### config.mk
export PLATFORM = sky130hd
export DESIGN_NAME = uart_tx_ctrl
export DESIGN_NICKNAME = d
export VERILOG_FILES = /design/src/rtl/uart_tx_ctrl.sv
export SDC_FILE = /design/constraint.sdc
export NUM_CORES = 1
export LEC_CHECK = 0
export CAP_MARGIN = 20
export CORE_MARGIN = 1.5
export CORE_UTILIZATION = 57
export DETAILED_ROUTE_END_ITERATION = 10
export HOLD_SLACK_MARGIN = 0.1
export PLACE_DENSITY = 0.86
export SLEW_MARGIN = 10
export SYNTH_ARGS = -nofsm -noshare
export SYNTH_HDL_FRONTEND = slang
export SYNTH_SLANG_ARGS = --single-unit
### constraint.sdc
create_clock -name clk -period 5.17 [get_ports clk]
set_input_delay 1.034 -clock clk [delete_from_list [all_inputs] [get_ports clk]]
set_output_delay 1.034 -clock clk [all_outputs]
set_load 0.02 [all_outputs]
### src/rtl/uart_tx_ctrl.sv
// Memory-mapped transmit controller: byte FIFO feeding the uart_tx start/done
// handshake, with per-frame stop-bit latch, stall watchdog and level interrupt.
module uart_tx_ctrl #(
   parameter int FIFO_DEPTH = 8,
   parameter int TIMEOUT    = 4096
) (
   input  logic        clk,
   input  logic        reset,
   input  logic        sel,
   input  logic        we,
   input  logic [3:0]  addr,
   input  logic [31:0] wdata,
   output logic [31:0] rdata,
   output logic        tx_start,
   output logic [7:0]  d_tx,
   output logic        two_stop_bit,
   input  logic        tx_done,
   output logic        irq
);

   localparam int AW = $clog2(FIFO_DEPTH);
   localparam int CW = AW + 1;
   localparam int WW = $clog2(TIMEOUT);

   typedef enum logic [1:0] {IDLE, SEND, RELEASE} state_t;

   state_t          state_q, state_d;
   logic [7:0]      mem_q [FIFO_DEPTH];
   logic [AW-1:0]   wptr_q, wptr_d, rptr_q, rptr_d;
   logic [CW-1:0]   count_q, count_d;
   logic [WW-1:0]   wd_q, wd_d;
   logic            en_q, en_d, stop2_q, stop2_d, irq_en_q, irq_en_d;
   logic            ovf_q, ovf_d, tmo_q, tmo_d, irq_q, irq_d;
   logic            tx_start_q, tx_start_d, two_q, two_d;
   logic [7:0]      d_tx_q, d_tx_d;

   logic            wr_data, wr_ctrl, wr_clr, empty, full, push, pop, wd_hit, tmo_evt;
   logic [3:0]      cnt4;
   logic            unused_ok;

   assign unused_ok = ^{addr[1:0], wdata[31:8]};

   assign wr_data = sel & we & (addr[3:2] == 2'd0);
   assign wr_ctrl = sel & we & (addr[3:2] == 2'd1);
   assign wr_clr  = sel & we & (addr[3:2] == 2'd3);
   assign empty   = (count_q == '0);
   assign full    = (count_q == CW'(FIFO_DEPTH));
   // A pop frees no slot for a same-cycle push: full is judged on the old count.
   assign push    = wr_data & ~full;
   assign pop     = (state_q == IDLE) & en_q & ~empty;
   assign wd_hit  = (wd_q == WW'(TIMEOUT - 1));

   // State register
   always_ff @(posedge clk) begin
      if (reset) state_q <= IDLE;
      else       state_q <= state_d;
   end

   // Next-state logic, including watchdog abort
   always_comb begin
      state_d = state_q;
      tmo_evt = 1'b0;
      case (state_q)
         IDLE:    if (pop) state_d = SEND;
         SEND: begin
            if (tx_done) state_d = RELEASE;
            else if (wd_hit) begin
               state_d = IDLE;
               tmo_evt = 1'b1;
            end
         end
         RELEASE: begin
            if (!tx_done) state_d = IDLE;
            else if (wd_hit) begin
               state_d = IDLE;
               tmo_evt = 1'b1;
            end
         end
         default: state_d = IDLE;
      endcase
   end

   // Output logic: registered handshake outputs follow the next state
   always_comb begin
      tx_start_d = (state_d == SEND);
      d_tx_d     = pop ? mem_q[rptr_q] : d_tx_q;
      two_d      = pop ? stop2_q : two_q;
   end

   // Datapath next-state: FIFO, control/status flags, watchdog, interrupt
   always_comb begin
      wptr_d   = push ? wptr_q + 1'b1 : wptr_q;
      rptr_d   = pop  ? rptr_q + 1'b1 : rptr_q;
      count_d  = count_q + CW'(push) - CW'(pop);
      en_d     = wr_ctrl ? wdata[0] : en_q;
      stop2_d  = wr_ctrl ? wdata[1] : stop2_q;
      irq_en_d = wr_ctrl ? wdata[2] : irq_en_q;
      ovf_d    = (ovf_q & ~(wr_clr & wdata[3])) | (wr_data & full);
      tmo_d    = (tmo_q & ~(wr_clr & wdata[4])) | tmo_evt;
      wd_d     = ((state_d != state_q) || (state_q == IDLE)) ? '0 : wd_q + 1'b1;
      irq_d    = irq_en_q & ((empty & (state_q == IDLE)) | ovf_q | tmo_q);
   end

   always_ff @(posedge clk) begin
      if (push) mem_q[wptr_q] <= wdata[7:0];
   end

   always_ff @(posedge clk) begin
      if (reset) begin
         wptr_q     <= '0;
         rptr_q     <= '0;
         count_q    <= '0;
         wd_q       <= '0;
         en_q       <= 1'b0;
         stop2_q    <= 1'b0;
         irq_en_q   <= 1'b0;
         ovf_q      <= 1'b0;
         tmo_q      <= 1'b0;
         irq_q      <= 1'b0;
         tx_start_q <= 1'b0;
         two_q      <= 1'b0;
         d_tx_q     <= '0;
      end else begin
         wptr_q     <= wptr_d;
         rptr_q     <= rptr_d;
         count_q    <= count_d;
         wd_q       <= wd_d;
         en_q       <= en_d;
         stop2_q    <= stop2_d;
         irq_en_q   <= irq_en_d;
         ovf_q      <= ovf_d;
         tmo_q      <= tmo_d;
         irq_q      <= irq_d;
         tx_start_q <= tx_start_d;
         two_q      <= two_d;
         d_tx_q     <= d_tx_d;
      end
   end

   assign cnt4 = 4'(count_q);

   always_comb begin
      rdata = '0;
      if (sel) begin
         case (addr[3:2])
            2'd1: rdata[2:0] = {irq_en_q, stop2_q, en_q};
            2'd2: begin
               rdata[4:0]  = {tmo_q, ovf_q, (state_q != IDLE), full, empty};
               rdata[11:8] = cnt4;
            end
            default: rdata = '0;
         endcase
      end
   end

   assign tx_start     = tx_start_q;
   assign d_tx         = d_tx_q;
   assign two_stop_bit = two_q;
   assign irq          = irq_q;

endmodule
==> impl_results.md, run 1 <==
* Post-Syn Area per Cell at 12.7 µm²
* Post-Syn Instances at 368
* Worst-Skew Late Latency at 0.37 ns
* Cell variety after synth at 44
* Int Power at 1.11 mW
* Core area at 0.00785 mm²
* CTS tree: built
* Worst path buffer plus inverter count at 3
* Worst-Margin Slew at 1.11 ns
* F_max at 264 MHz
* Area growth syn-to-layout at 11.4%
* Most common cell after layout, fill and taps aside: edfxtp_1
* Crit path depth at 6
* Post-DP Area at 0.00500 mm²
* Req. time, crit path at 4.14 ns
* CP peak stage delay at 0.61 ns
* Finished Core Util at 66.3%
* Worst-path cell chain: clkdlybuf4s50_1, inv_1, ha_1, nand2_1, nor2_1, clkdlybuf4s50_1
* Layout Skew at 0.0153 ns
* CP Launch Type: input pin
* Max-cap check violation count at 0
* VDD IR max at 0.189 mV
* Worst Hold Launch: two_stop_bit$_SDFFE_PP0P_
* Critical path type: in -> out
* CP endpoint kind: output pin
* Layout cells sized above 1 at 11.1%
* Most frequent cells in the layout: 64 x edfxtp_1, 40 x dfxtp_1, 36 x nor2_1, 34 x clkdlybuf4s50_1, 23 x conb_1
* Largest net degree at the start of global routing at 30
* First-pass GRT wire length at 13500 µm
* Pre-CTS setup slack at 1.37 ns
* # DRC at 0
* Die Y at 93.5 µm
* Synth top area share at 41.1%
* Antenna diode instance count at 0
* Final period utilization at 73.4%
* Hpwl dp at 5910 µm
* Initial antenna violation count at 0
* Crit path top cell by count: clkdlybuf4s50_1
* Final Hold Vio Count at 0
* Setup TNS at 0 ns
* Logic pwr share at 6.2%
* Sequential power share at 60.1%
* CP arrival at 2.76 ns
* Leakage at 1.75 nW
* Synth area leaders: edfxtp_1 41%, dfxtp_1 17%, ha_1 4.6%
* Post-layout nets at 459
* DR WL/cell at 16.6 µm
* Die width at 93.5 µm
* Peak fanout along the critical path at 3
* Status: finished, final reports clean
* Pre-Repair DR Iteration Count at 4
* GP Congestion at 0.781
* Clk sinks at 104
* Max Buffers Root-to-Sink at 2
* Final wirelength at 8430 µm
* Root Buffer: clkbuf_8
* Reg2reg path depth at 12
* Seq/Total Area, Yosys at 58.3%
* Starting Density at 59.6%
* Worst hold path type: reg -> reg
* Switching power at 370 µW
* Vias in the first global route at 2769
* I/O Buffers at 34
* FF-to-FF setup slack at 1.93 ns
* RSZ-0062 raised after global routing: false
* Switching portion of total power at 25.0%
* H-tree Lvls at 3
* DIE AREA at 0.00875 mm²
* Worst-path clk slew at 0.11 ns
* FP Rows at 32
* Hold_buf cts at 0
* Area leader, netlist: edfxtp_1
* Slew HR at 25.8%
* Clk network pwr share at 33.8%
* Synth Register Bits at 104
* Crit-path slowest cell: clkdlybuf4s50_1
* Top-level I/O count at 84
* GRT Overall Usage at 20.3%
* RR Startpoint: cnt4[2]$_SDFF_PP0_
* Hold endpoint: two_stop_bit$_SDFFE_PP0P_
* Final ANT Viol Nets at 0
* Min setup slack post-route at 1.38 ns
* Post-CTS resize count at 0
* Tmin final at 3.79 ns
* Grt total ovfl at 0
* Vias at 2851
* Cell family with most CP delay: buffers and inverters
* Synth Warn # at 0
* Final setup fails at 0
* Power density cells at 284 mW/mm²
* Mapped Area at 0.00467 mm²
* Total CTS buffers at 9
* FF-to-FF End: cnt4[2]$_SDFF_PP0_
* Initial drt markers at 209
* Post-CTS Setup Bufs at 0
* Worst Hold Depth at 2
* Via/cell ratio at 5.62
* Final Instance Area at 0.00520 mm²
* Fin. max-slew vios at 0
per-layer routing:
layer / part of all wire (%) / GRT usage (%) / vias to the layer above
li1: - / - / 1361
met1: 41 / 26.2 / 1385
met2: 52 / 34.3 / 96
met3: 6.1 / 4.72 / 9
met4: 0.78 / 5.97 / 0
met5: 0 / 0 / -
worst max path at each step:
stage,endpoint,start,slack [ns]
4_1_cts,rdata[1],addr[3],1.37
6_report,rdata[1],addr[3],1.38
3_5_place_dp,rdata[1],addr[3],1.37
3_3_place_gp,rdata[0],addr[2],1.43
5_1_grt,rdata[1],addr[2],1.28
2_1_floorplan,rdata[1],addr[2],2.42
cell families (layout without fill, tap and decap cells):
family	Yosys count	after routing	synth area share, %
flip-flops	104	104	58.3
other	1	23	0.0802
adder cells (fa/ha/maj)	18	18	4.98
AND/OR/NAND/NOR	111	111	13.0
XOR/XNOR	15	15	2.81
buffers and inverters	54	69	6.59
multiplexers	29	29	8.38
AO/OA/AOI/OAI	36	36	5.89
through the flow:
stage	hold slack, ns	cells	power, mW
after floorplan	0.445	390	0.978
after global placement	0.458	491	0.994
after detailed placement	0.461	491	0.998
after CTS	0.478	507	1.48
after global routing	0.511	507	1.53
final	0.475	507	1.48
state kept, by name (all words and copies together) (netlist names), 2 cells and up:
| name | count |
|---|---|
| cnt4 | 4 |
| d_tx | 8 |
| mem_q | 64 |
| rptr_q | 3 |
| state_q | 2 |
| wd_q | 12 |
| wptr_q | 3 |
worst reg2reg max path: cells and delay by family (launching register included):
kind,cells,cell delay (ns)
buffers and inverters,4,0.59
adder cells (fa/ha/maj),4,1.10
XOR/XNOR,1,0.14
flip-flops,1,0.32
AND/OR/NAND/NOR,3,0.94
Yosys cell counts:
library cell / n
or3_1: 1
buf_6: 2
ha_1: 17
nor2_1: 36
inv_1: 16
nor3b_1: 4
a2bb2oi_1: 1
a31oi_4: 1
o21ai_0: 1
a22oi_1: 3
nor4_1: 3
nor3_1: 14
clkbuf_1: 8
a21oi_1: 7
xnor2_1: 11
nand4_2: 1
mux2_2: 1
conb_1: 1
or4_4: 1
nand2_1: 14
dfxtp_1: 40
o22ai_1: 8
a21o_1: 2
a211oi_1: 11
or3b_2: 1
mux4_2: 8
or2_2: 1
mux2i_1: 20
and3_1: 7
o21ai_2: 1
buf_2: 3
nor3_2: 10
and4bb_1: 1
a221oi_4: 1
buf_1: 2
buf_4: 23
nand3_1: 8
xor2_1: 4
nor2b_1: 1
edfxtp_1: 64
fa_1: 1
nand2b_1: 3
nand4_1: 4
nor4bb_1: 1
area by class of cell:
type                            count  area [µm²]
Fill cell                         571        2640
Inverter                           16        60.1
Clock inverter                      7        81.3
Tap cell                          102         128
Clock buffer                        9         124
Sequential cell                   104        2720
Timing Repair Buffer               37         363
Multi-Input combinational cell    232        1730
power by group through the flow:
| stage | registers (mW) | clock network (mW) | logic [mW] |
|---|---|---|---|
| 2_1_floorplan | 0.908 | 0 | 0.0707 |
| 3_3_place_gp | 0.907 | 0 | 0.0869 |
| 3_5_place_dp | 0.908 | 0 | 0.0903 |
| 4_1_cts | 0.889 | 0.505 | 0.0909 |
| 5_1_grt | 0.890 | 0.539 | 0.101 |
| 6_report | 0.889 | 0.500 | 0.0911 |
Power figures use the tool's default switching activity.
==> run 2: changes to the inputs <==
--- a/config.mk
+++ b/config.mk
@@ -7,10 +7,10 @@
 export LEC_CHECK = 0
 export CAP_MARGIN = 20
 export CORE_MARGIN = 1.5
-export CORE_UTILIZATION = 57
+export CORE_UTILIZATION = 47
 export DETAILED_ROUTE_END_ITERATION = 10
 export HOLD_SLACK_MARGIN = 0.1
-export PLACE_DENSITY = 0.86
+export PLACE_DENSITY = 0.75
 export SLEW_MARGIN = 10
 export SYNTH_ARGS = -nofsm -noshare
 export SYNTH_HDL_FRONTEND = slang
==> constraint.sdc (replaced) <==
create_clock -name clk -period 3.4 [get_ports clk]
set_input_delay 0.68 -clock clk [delete_from_list [all_inputs] [get_ports clk]]
set_output_delay 0.68 -clock clk [all_outputs]
set_load 0.02 [all_outputs]
==> run 2 against run 1 <==
Effect of this change:
- wire length fell by 6.4%
- worst setup slack worse by 1.1 ns
- die area is 21% higher
- cell count is 8.1% higher
- clock power up 50%
- via count decreased by 3.4%
- critical path depth unchanged
- utilization shrank 12 points
- sequential power grew 52%
- clock-buffer cell count did not move
- sequential cell count is the same
- critical path type unchanged
- largest power group unchanged
- highest routed layer unchanged
==> impl_results.md, run 2 (synthesis results as in run 1) <==
* Worst-path clk slew at 0.10 ns (was 0.11 ns)
* Hold_buf cts at 0 (unchanged)
* GRT Overall Usage at 16.1% (was 20.3%)
* Most frequent cells in the layout: 64 x edfxtp_1, 40 x dfxtp_1, 36 x nor2_1, 34 x clkdlybuf4s50_1, 23 x conb_1 (unchanged)
* Setup TNS at 0 ns (unchanged)
* First-pass GRT wire length at 12700 µm (was 13500 µm)
* Worst-Margin Slew at 0.970 ns (was 1.11 ns)
* DIE AREA at 0.0106 mm² (was 0.00875 mm²)
* Total CTS buffers at 9 (unchanged)
* CP endpoint kind: output pin (unchanged)
* I/O Buffers at 34 (unchanged)
* Cell family with most CP delay: buffers and inverters (unchanged)
* Worst path buffer plus inverter count at 3 (unchanged)
* Power density cells at 422 mW/mm² (was 284 mW/mm²)
* Die Y at 103 µm (was 93.5 µm)
* GP Congestion at 0.811 (was 0.781)
* DR WL/cell at 14.4 µm (was 16.6 µm)
* Req. time, crit path at 2.72 ns (was 4.14 ns)
* Final Instance Area at 0.00531 mm² (was 0.00520 mm²)
* Vias at 2753 (was 2851)
* Die width at 103 µm (was 93.5 µm)
* Initial drt markers at 213 (was 209)
* FP Rows at 36 (was 32)
* RSZ-0062 raised after global routing: false (unchanged)
* Status: finished, final reports clean (unchanged)
* Post-Place Cells at 532 (was 491)
* Largest Register: mem_q (unchanged)
* Layout Skew at 0.00864 ns (was 0.0153 ns)
* CP Launch Type: input pin (unchanged)
* Most common cell after layout, fill and taps aside: edfxtp_1 (unchanged)
* Final ANT Viol Nets at 0 (unchanged)
* Worst-path cell chain: clkdlybuf4s50_1, inv_1, ha_1, nand2_1, nor2_1, clkdlybuf4s50_1 (unchanged)
* H-tree Lvls at 3 (unchanged)
* Tmin final at 3.11 ns
* Vias in the first global route at 2639 (was 2769)
* Critical path type: in -> out (unchanged)
* Hpwl dp at 5620 µm (was 5910 µm)
* Grt total ovfl at 0 (unchanged)
* Worst hold path type: reg -> reg (unchanged)
* Crit-path slowest cell: clkdlybuf4s50_1 (unchanged)
* Worst-Skew Late Latency at 0.36 ns (was 0.37 ns)
* Layout Cells excl Fill at 548 (was 507)
* Root Buffer: clkbuf_8 (unchanged)
* Final setup fails at 0 (unchanged)
* Post-layout nets at 469 (was 459)
* Largest net degree at the start of global routing at 22 (was 30)
* Post-DP Area at 0.00511 mm² (was 0.00500 mm²)
* Slew HR at 35.2% (was 25.8%)
* Final wirelength at 7890 µm (was 8430 µm)
* Layout cells sized above 1 at 13.3% (was 11.1%)
* Pre-Repair DR Iteration Count at 4 (unchanged)
* Clk sinks at 104 (unchanged)
* CP arrival at 2.43 ns (was 2.76 ns)
* F_max at 321 MHz
* Peak fanout along the critical path at 3 (unchanged)
* Top-level I/O count at 84 (unchanged)
* Power Total at 2.24 mW (was 1.48 mW)
* Leakage at 1.80 nW (was 1.75 nW)
* Core area at 0.00973 mm² (was 0.00785 mm²)
* Antenna diode instance count at 0 (unchanged)
* Via/cell ratio at 5.02 (was 5.62)
* # DRC at 0 (unchanged)
* CP peak stage delay at 0.62 ns (was 0.61 ns)
* Largest register FFs at 64 (unchanged)
* Max-cap check violation count at 0 (unchanged)
* Initial antenna violation count at 0 (unchanged)
* Starting Density at 48.0% (was 59.6%)
* Fill count at 832 (was 571)
* Post-CTS Setup Bufs at 0 (unchanged)
* Post-CTS resize count at 0 (unchanged)
* Fin. max-slew vios at 0 (unchanged)
* Max Buffers Root-to-Sink at 2 (unchanged)
* Final Hold Vio Count at 0 (unchanged)
* Final period utilization at 91.5%
* Pre-CTS setup slack at 0.299 ns (was 1.37 ns)
* VDD IR max at 0.253 mV (was 0.189 mV)
* Crit path top cell by count: clkdlybuf4s50_1 (unchanged)
* Min setup slack post-route at 0.289 ns (was 1.38 ns)
* Area growth syn-to-layout at 13.7% (was 11.4%)
* CTS tree: built (unchanged)
## run 2: cell type report
| class | instances | area, µm² | area share (%) |
|---|---|---|---|
| flip-flops and latches | 104 | 2720 | 51.2 |
| multi-input cells | 232 | 1730 | 32.5 |
| repair buffers | 47 | 438 | 8.24 |
| well taps | 133 | 166 | 3.13 |
| clock buffers | 9 | 124 | 2.33 |
| clock inverters | 7 | 76.3 | 1.44 |
| inverters | 16 | 60.1 | 1.13 |
## run 2: metal layers
metal | track usage (%) | up-vias | part of all wire (%)
li1 | - | 1371 | -
met1 | 20.3 | 1321 | 44
met2 | 27.8 | 53 | 51
met3 | 3.66 | 8 | 3.0
met4 | 5.27 | 0 | 1.2
met5 | 0 | - | 0
## run 2: report_power, final
| part | total (mW) | switching [mW] | internal [mW] |
|---|---|---|---|
| Clock | 0.749 | 0.454 | 0.294 |
| Sequential | 1.35 | 0.00643 | 1.34 |
| Combinational | 0.140 | 0.0886 | 0.0510 |
## run 2: worst paths after layout
check / slack, ns / from / to / depth (start not counted)
worst min register to register: 0.48 / two_stop_bit$_SDFFE_PP0P_ / two_stop_bit$_SDFFE_PP0P_ / 2
worst min-delay path: 0.48 / two_stop_bit$_SDFFE_PP0P_ / two_stop_bit$_SDFFE_PP0P_ / 2
worst max-delay path: 0.29 / addr[3] / rdata[1] / 6
worst max register to register: 0.68 / cnt4[2]$_SDFF_PP0_ / cnt4[2]$_SDFF_PP0_ / 12
## run 2: worst reg2reg max path, stage by stage (launching register included)
cell and delay [ns]:
dfxtp_1 0.32, inv_1 0.10, ha_1 0.17, or3b_2 0.50, nand3_1 0.13, inv_1 0.22, ha_1 0.36, inv_1 0.06
ha_1 0.15, inv_1 0.06, fa_1 0.37, xor2_1 0.14, nor2_1 0.05
## run 2: per-stage QoR
stage / util [%] / hold slack [ns]
floorplan: - / 0.445
global placement: 52.5 / 0.464
detailed placement: 52.5 / 0.467
CTS: 54.6 / 0.484
global route: 54.6 / 0.520
finish: 54.6 / 0.478
==> patch 1: new RTL, flow settings as in run 2 <==
Change the parameter `TIMEOUT` from 4096 to 16384.
--- a/src/rtl/uart_tx_ctrl.sv
+++ b/src/rtl/uart_tx_ctrl.sv
@@ -4,3 +4,3 @@
    parameter int FIFO_DEPTH = 8,
-   parameter int TIMEOUT    = 4096
+   parameter int TIMEOUT    = 16384
 ) (
Check against the original RTL: no difference found for any inputs over 4 cycles, from zero or initial values and one cycle with reset high; that may be too few to reach the edited logic, so the function may still have changed.
==> patch 1 against run 2 <==
Sequential cell count increased by 2; via count increased by 4.1%; die area increased by 1.4%; setup slack improved by 0.0052 ns; power grew 2.6%; critical path depth unchanged; area after synthesis grew 1.4%; clock power up 4.8%; wire length grew 3.5%; final area is 1.5% higher; non-clock buffer count shrank 2; critical path type unchanged.
==> patch 1: results (changes against run 2) <==
stage,metric,value,unit,change
run_status,status,completed,,
route,Metal-1 WL,3.49,mm,-0.66%
setup_path,Crit Path Max Fanout,9,,+6
route,DRT iter0 DRCs,155,,-27%
power_and_ir_drop,peak supply drop,0.236,mV,-6.9%
synth,compound-gate portion of the synthesized area,4.62,%,-1.3 points
global_route,met1 usage,19.9,%,-0.32 points
global_route,vias in the first global route,2651,,+0.45%
route,met3 WL,423,microns,+78%
timing,Worst Tran Pin Value,0.851,ns,-0.119 ns
synth,area share of fa/ha/maj cells after synthesis,4.91,%,-0.070 points
global_route,GR Layer Usage met3,3.56,%,-0.099 points
power_and_ir_drop,combinational power,0.136,mW,-3%
global_route,met2 GRT Util,28.3,%,+0.54 points
synth,xor and xnor fraction of the mapped netlist area,3.14,%,+0.33 points
timing,Fin Clk Skew,0.0241,ns,+0.0155 ns
cells_and_area,Final #Nets,463,,-1.3%
place,Place WS,0.316,ns,+0.0178 ns
route,WL final,8.17,mm,+3.5%
synth,largest cells by area after synthesis,"edfxtp_1 41%, dfxtp_1 18%, mux4_2 7.6%",,
global_route,first-pass GRT wire length,12.8,mm,+1.5%
global_route,Total GRT Usage,16.1,%,-0.029 points
power_and_ir_drop,Design Power,2.30,mW,+2.6%
cells_and_area,share of post-route cells with drive strength above 1,12.5,%,-0.78 points
synth,post-synthesis mux area share,10.4,%,+2.0 points
power_and_ir_drop,Psw,0.573,mW,+4.2%
cells_and_area,fillers,818,,-1.7%
synth,sequential area share after synthesis,58.3,%,about the same
place,Post-DP Area,5170,sq um,+1.2%
global_route,pin count of the biggest net entering global routing,27,,+23%
synth,post-synth cell types,42,,-4.5%
synth,most frequent cells after synthesis,"64 x edfxtp_1, 42 x dfxtp_1, 35 x nor2_1, 24 x buf_4, 22 x nor3_1",,
route,routed wl met2,4.18,mm,+3.2%
power_and_ir_drop,clk pwr,0.785,mW,+4.8%
## patch 1: metrics by stage
step | instances | hold WS, ns
6_report | 542 | 0.492
3_5_place_dp | 526 | 0.477
5_1_grt | 542 | 0.505
4_1_cts | 542 | 0.492
2_1_floorplan | 385 | 0.440
3_3_place_gp | 526 | 0.464
## patch 1: cell type report
class                           instances  area [sq um]  area share (%)
Tap cell                              133           166            3.09
Clock buffer                            9           124            2.30
Sequential cell                       106          2760            51.3
Multi-Input combinational cell        228          1770            32.8
Inverter                               14          52.6           0.975
Timing Repair Buffer                   45           423            7.85
Clock inverter                          7          93.8            1.74
## patch 1: worst reg2reg max path, stage by stage (launching register included)
cell,delay (ns)
dfxtp_1,0.33
inv_1,0.10
ha_1,0.22
or3b_2,0.52
nand3_1,0.15
inv_1,0.09
ha_1,0.29
inv_1,0.06
ha_1,0.16
inv_1,0.06
fa_1,0.38
xor2_1,0.16
nor2_1,0.05
==> patch 2: new RTL, config.mk and constraints of run 2 <==
Made on the original files. Re-encode `state_t` (3 states) as one-hot, 3 bits wide.
--- a/src/rtl/uart_tx_ctrl.sv
+++ b/src/rtl/uart_tx_ctrl.sv
@@ -24,3 +24,3 @@
 
-   typedef enum logic [1:0] {IDLE, SEND, RELEASE} state_t;
+   typedef enum logic [2:0] {IDLE = 3'b001, SEND = 3'b010, RELEASE = 3'b100} state_t;
 
Formal check against the unedited RTL: no difference found for any inputs over 10 cycles, from zero or initial values and one cycle with reset high; not proved beyond that.
==> patch 2 against run 2 <==
Power increased by 3.6%; via count up 0.84%; final area increased by 1.3%; setup slack lost 0.014 ns; core utilization rose by 0.72 points; area after synthesis up 0.35%; clock power is 10% higher; wire length up 6.3%; synthesized cell count is 4.9% lower; highest routed layer unchanged; fmax down 0.45%; largest cell class unchanged; sequential cell count up 1.
==> patch 2: results (changes against run 2) <==
stage,metric,value,unit,change
timing,Fin Clk Skew,0.0184,ns,+0.00979 ns
setup_path,crit path DAT,2.45,ns,+0.02 ns
global_route,met2 GRT Util,29.8,%,+2.0 points
synth,largest cells by area after synthesis,"edfxtp_1 41%, dfxtp_1 18%, mux4_2 7.7%",,
power_and_ir_drop,peak supply drop,0.190,mV,-25%
route,Metal-1 WL,3.55,mm,+1.1%
global_route,GR Layer Usage met3,4.75,%,+1.1 points
clock_tree,Clock Latency Late Sink,0.39,ns,+0.03 ns
synth,"Top FF cell, synth",edfxtp_1,,
route,routed wl met2,4.41,mm,+9.0%
cells_and_area,Largest register FFs,64,,unchanged
timing,top achievable clock speed,0.320,GHz,-0.45%
place,Post-DP Area,5160,sq um,+0.86%
place,gp weighted congestion,0.772,,-4.8%
clock_tree,Worst-path clk slew,0.10,ns,about the same
power_and_ir_drop,Seq pwr share,58.7,%,-1.6 points
power_and_ir_drop,Design Power,2.32,mW,+3.6%
setup_path,origin of the worst setup path,addr[2],,
setup_path,R2R Setup Slk,0.77,ns,+0.09 ns
global_route,met1 usage,21.4,%,+1.1 points
cells_and_area,Final #Nets,452,,-3.6%
min_path,Hold Crit Endpoint,two_stop_bit,,
timing,Worst Tran Pin Value,0.833,ns,-0.138 ns
setup_path,Critical Path Sink,rdata[2],,
timing,hold slack,0.468,ns,-0.00990 ns
synth,most frequent cells after synthesis,"64 x edfxtp_1, 41 x dfxtp_1, 34 x nor2_1, 26 x buf_4, 16 x mux4_2",,
synth,post-synth cell types,46,,+4.5%
power_and_ir_drop,Leak Pwr,1.79,nW,-0.30%
place,hpwl dp,5.68,mm,+0.95%
route,vias per inst,5.19,,+3.3%
clock_tree,Setup Buffers After CTS,0,,unchanged
synth,"Avg Cell Area, Syn",13.4,sq um,+5.5%
cells_and_area,final cell count without fillers,535,,-2.4%
route,WL final,8.39,mm,+6.3%
place,Placed Cells,518,,-2.6%
global_route,vias in the first global route,2704,,+2.5%
cells_and_area,fillers,817,,-1.8%
route,highest metal used,met4,,
global_route,Total GRT Usage,17.4,%,+1.2 points
place,Place WS,0.318,ns,+0.0189 ns
run_status,status,completed,,
global_route,first-pass GRT wire length,13.5,mm,+6.3%
power_and_ir_drop,internal cell power,1.77,mW,+4.7%
clock_tree,"Hold-fix buffers, CTS",0,,unchanged
route,met3 WL,337,microns,+42%
min_path,HP Start,two_stop_bit,,
power_and_ir_drop,combinational power,0.135,mW,-4%
route,DRT iter0 DRCs,136,,-36%
synth,sequential area share after synthesis,58.5,%,+0.22 points
cells_and_area,share of post-route cells with drive strength above 1,16.4,%,+3.2 points
global_route,pin count of the biggest net entering global routing,23,,+4.5%
## patch 2: changes by cell type after synthesis, moves of 3 or more
cell	run 2	this run
mux4_2	8	16
ha_1	17	13
buf_4	23	26
inv_1	16	10
nor3_1	14	5
mux2i_1	20	12
o22ai_1	8	0
nor2b_1	1	6
nor3_2	10	0
nor4_2	0	10
## patch 2: logic make-up after synthesis
logic type	synth area share (%)
other cells	0.0800
simple gates	13.7
buf+inv	6.30
mux	10.2
xor+xnor	2.80
compound gates	4.51
fa+ha+maj	3.90
flops	58.5
## patch 2: worst min-delay path: cells and delay by family (launching register included)
kind            cells  cell delay (ns)
flops               1             0.33
simple gates        1             0.05
compound gates      1             0.05
## patch 2: cell type report
class	count	area (sq um)	share of cell area (%)
well taps	133	166	3.09
repair buffers	52	479	8.90
flip-flops and latches	105	2740	51.0
inverters	11	41.3	0.767
clock buffers	9	124	2.30
multi-input cells	218	1730	32.2
clock inverters	7	95.1	1.77
